$ cat config.mk
export PLATFORM = sky130hd
export DESIGN_NAME = mem_byte_mux
export DESIGN_NICKNAME = d
export VERILOG_FILES = /design/src/rtl/mem_byte_mux.sv
export SDC_FILE = /design/constraint.sdc
export NUM_CORES = 1
export LEC_CHECK = 0
export ABC_AREA = 1
export ABC_CLOCK_PERIOD_IN_PS = 800
export BUFFER_PORTS_ARGS = -buffer_cell sky130_fd_sc_hd__clkbuf_2
export CAP_MARGIN = 25
export CORE_MARGIN = 10
export CORE_UTILIZATION = 50
export CTS_CLUSTER_DIAMETER = 30
export DETAILED_ROUTE_END_ITERATION = 16
export PLACE_DENSITY_LB_ADDON = 0.1
export REMOVE_ABC_BUFFERS = 1
export SYNTH_ARGS = -nofsm -noshare
export SYNTH_HDL_FRONTEND = slang
export SYNTH_SLANG_ARGS = --single-unit
$ cat constraint.sdc
create_clock -name clk -period 0.8 [get_ports clk]
set_input_delay 0.08 -clock clk [delete_from_list [all_inputs] [get_ports clk]]
set_output_delay 0.08 -clock clk [all_outputs]
set_load 0.02 [all_outputs]
$ cat src/rtl/mem_byte_mux.sv
// rtl/mem_byte_mux.sv - registered byte-lane steering for data memory loads and stores (MEMMUX_MISALIGN_EN adds misaligned flag)
module mem_byte_mux (
    input  logic        clk,
    input  logic        rst_n,
    input  logic [1:0]  addr_lsb,
    input  logic [31:0] word_buf,
    input  logic [31:0] write_data_buffer,
    input  logic [3:0]  sign_mask_buf,
    output logic [31:0] read_buf,
`ifdef MEMMUX_MISALIGN_EN
    output logic        misaligned,
`endif
    output logic [31:0] replacement_word
);

    localparam logic [2:0] SIZE_BYTE = 3'b001;
    localparam logic [2:0] SIZE_HALF = 3'b011;
    localparam logic [2:0] SIZE_WORD = 3'b111;

    logic        is_byte;
    logic        is_half;
    logic        sign_en;
    logic [7:0]  sel_byte;
    logic [15:0] sel_half;
    logic [31:0] load_next;
    logic [31:0] store_next;

    // Unrecognised size codes fall through to word behaviour.
    always_comb begin
        is_byte = (sign_mask_buf[2:0] == SIZE_BYTE);
        is_half = (sign_mask_buf[2:0] == SIZE_HALF);
        sign_en = sign_mask_buf[3];
    end

    always_comb begin
        sel_byte = word_buf[7:0];
        case (addr_lsb)
            2'd0: sel_byte = word_buf[7:0];
            2'd1: sel_byte = word_buf[15:8];
            2'd2: sel_byte = word_buf[23:16];
            2'd3: sel_byte = word_buf[31:24];
            default: sel_byte = word_buf[7:0];
        endcase
        sel_half = addr_lsb[1] ? word_buf[31:16] : word_buf[15:0];
    end

    always_comb begin
        load_next = word_buf;
        if (is_byte) begin
            load_next = {{24{sign_en & sel_byte[7]}}, sel_byte};
        end else if (is_half) begin
            load_next = {{16{sign_en & sel_half[15]}}, sel_half};
        end
    end

    // Unselected lanes pass through word_buf untouched.
    always_comb begin
        store_next = write_data_buffer;
        if (is_byte) begin
            store_next = word_buf;
            case (addr_lsb)
                2'd0: store_next[7:0]   = write_data_buffer[7:0];
                2'd1: store_next[15:8]  = write_data_buffer[7:0];
                2'd2: store_next[23:16] = write_data_buffer[7:0];
                2'd3: store_next[31:24] = write_data_buffer[7:0];
                default: store_next = word_buf;
            endcase
        end else if (is_half) begin
            store_next = word_buf;
            if (addr_lsb[1]) begin
                store_next[31:16] = write_data_buffer[15:0];
            end else begin
                store_next[15:0] = write_data_buffer[15:0];
            end
        end
    end

    always_ff @(posedge clk or negedge rst_n) begin
        if (!rst_n) begin
            read_buf         <= 32'h0;
            replacement_word <= 32'h0;
        end else begin
            read_buf         <= load_next;
            replacement_word <= store_next;
        end
    end

`ifdef MEMMUX_MISALIGN_EN
    logic misaligned_next;

    always_comb begin
        misaligned_next = (is_half & addr_lsb[0]) |
                          ((sign_mask_buf[2:0] == SIZE_WORD) & (addr_lsb != 2'd0));
    end

    always_ff @(posedge clk or negedge rst_n) begin
        if (!rst_n) begin
            misaligned <= 1'b0;
        end else begin
            misaligned <= misaligned_next;
        end
    end
`endif

endmodule

==> results.sh <==
export IMPL_status="finished, violations left"
export IMPL_violations="setup timing"
export IMPL_drt_total_wl_um=13800
export IMPL_leakagePower_nw=3.27
export IMPL_start_util_pct=52.0
export IMPL_critPathRequiredTime_ps=720
export IMPL_drt_iter0_markers=356
export IMPL_first_pass_iters=7
export IMPL_synth_seq_area_share_pct=42.0
export IMPL_syn2layout_area_growth_pct=51.5
export IMPL_die_w_um=107
export IMPL_crit_path_start_kind="flip-flop"
export IMPL_fin_nets=810
export IMPL_synth_edff_count=0
export IMPL_wl_per_cell_um=16.3
export IMPL_synth_top_area_share_pct=42.0
export IMPL_setup_tns_ps=-9450
export IMPL_power_density_nw_per_um2=1640
export IMPL_slew_headroom_pct=77.7
export IMPL_yosysUniqueCellTypes=19
export IMPL_htreeDepth=3
export IMPL_grt_setup_unrepaired="yes"
export IMPL_slowest_stage="dfrtp_1"
export IMPL_numCtsBuffers=9
export IMPL_slew_violations=0
export IMPL_grt_overflow=0
export IMPL_via_per_inst=5.30
export IMPL_grt_total_usage_pct=22.7
export IMPL_end_kind="output pin"
export IMPL_cap_violations=0
export IMPL_ant_nets=0
export IMPL_worst_slew_pin_slew_ps=335
export IMPL_via_count=4472
export IMPL_fp_coreArea_um2=7330
export IMPL_async_flop_share_pct=100
export IMPL_max_stage_delay_ps=400
export IMPL_crit_type="reg2out"
export IMPL_gp_congestion=0.905
export IMPL_hold_class="in2reg"
export IMPL_synth_top_cell_by_area="dfrtp_1"
export IMPL_ys_warnings_count=0
export IMPL_cp_arrival_ps=900
export IMPL_cp_top_family="flip-flops"
export IMPL_antenna_found_initial=1
export IMPL_final_hold_viol_count=0
export IMPL_dp_hpwl_um=9620
export IMPL_synthCells=558
export IMPL_ir_drop_v=0.000933
export IMPL_grt_pass1_wl_um=21000
export IMPL_place_ws_ps=-318
export IMPL_path_buf_inv=1
export IMPL_max_freq_ghz=1.02
export IMPL_path_cells="buf_6"
export IMPL_ys_top_cells_by_count="nand2_1 (225), nand3_1 (69), inv_1 (68)"
export IMPL_setup_violations=64
export IMPL_ys_top_cells_by_area="dfrtp_1 (42%), nand2_1 (22%), nand3_1 (9.1%)"
export IMPL_drc_errors=0
export IMPL_fin_ws_ps=-177
export IMPL_fill_cells=496
export IMPL_chipHeight_um=107
export IMPL_grt_max_degree=65
export IMPL_whs_ps=11.6
export IMPL_clock_path_buffers=2
export IMPL_clock_sinks=64
export IMPL_p_total_mw=9.47
export IMPL_crit_fanout=1
export IMPL_dieArea_um2=11500
export IMPL_synth_ff_type="dfrtp_1"
export IMPL_ys_ff_latch=64
export IMPL_clkTransAtPathRegs_ps=80
export IMPL_io_buffers=135
export IMPL_synth_area_um2=3810
export IMPL_first_global_vias=4229
export IMPL_clock_root_buffer="clkbuf_8"
export IMPL_pin_count=136
export IMPL_syn_avg_cell_area_um2=6.83
export IMPL_dp_cells=808
export IMPL_cts_tree="done"
export IMPL_yosys_cell_count_top_type="nand2_1"
export IMPL_rows=31
export IMPL_timing_final_crit_share_pct=122
export IMPL_finalCriticalPeriod_ps=977
export IMPL_final_cells=843
export IMPL_drive_gt1_share_pct=29.3
per-layer routing:
metal | wire length, µm | track usage [%]
met2 | 6820 | 36.0
met3 | 1240 | 7.01
met4 | 289 | 8.61
met1 | 5430 | 28.2
met5 | 0 | 0
power breakdown:
group	total, mW	internal [mW]	leakage (nW)	switching (mW)
Combinational	2.67	1.19	2.40	1.47
Sequential	3.66	3.52	0.760	0.143
Clock	3.14	1.76	0.110	1.38
Total	9.47	6.47	3.27	3.00
state kept, by name, indices dropped and copies added, names as in the netlist:
name	cells
replacement_word	32
read_buf	32
through the flow:
step / utilization, % / area (µm²)
6_report: 78.8 / 5770
5_1_grt: 78.8 / 5770
4_1_cts: 72.4 / 5300
3_5_place_dp: 67.1 / 4920
3_3_place_gp: 67.1 / 4920
2_1_floorplan: - / 3640
worst min-delay path, delay by kind of cell:
kind,cells,cell delay [ps]
and+or+nand+nor,1,70
AOI/OAI and AO/OA,1,90
buffers and inverters,1,100
layout make-up:
cell class / count / area, µm² / area share, %
Tap cell: 99 / 124 / 2.15
Antenna cell: 1 / 2.50 / 0.0433
Sequential cell: 64 / 1600 / 27.7
Timing Repair Buffer: 203 / 1760 / 30.6
Clock inverter: 7 / 95.1 / 1.65
Multi-Input combinational cell: 389 / 1790 / 31.1
Clock buffer: 9 / 124 / 2.15
Inverter: 71 / 269 / 4.66
final timing paths:
| path | start | end | slack (ps) | cells after the start |
|---|---|---|---|---|
| max in group asynchronous | rst_n | read_buf[3] | 270 | 3 |
| min in group asynchronous | rst_n | read_buf[25] | 260 | 3 |
| max | replacement_word[19] | replacement_word[19] | -180 | 1 |
| min | word_buf[4] | replacement_word[4] | 10 | 3 |
logic make-up (layout without fill, tap and decap cells):
group	after synthesis	count (layout)	synth area share, %
simple gates	314	314	34.1
buf+inv	105	290	11.5
compound gates	75	75	12.3
flops	64	64	42.0
other cells	0	1	0
what timing repair did:
item | CTS | global route
endpoints found under the hold margin | 79 | 0
resized for setup | 2 | 207
hold buffers | 16 | 0
endpoints found under the setup margin | 64 | 93
buffers inserted | 0 | 1
pin swaps | 0 | 5
gates cloned | 0 | 1
placed cells by master, fill, tap and decap left out, drive strengths merged, types with 3 or more instances in the layout:
cell type / Yosys / routed
nand3: 71 / 71
nor2: 14 / 14
o21ai: 30 / 30
buf: 30 / 115
clkinv: 0 / 3
inv: 71 / 72
dlygate4sd3: 0 / 16
dfrtp: 64 / 64
clkbuf: 4 / 81
nand4: 3 / 3
a22oi: 5 / 5
o211ai: 33 / 33
nand2: 226 / 226
a21oi: 7 / 7
Note: power is estimated with default switching activity, not from simulation.
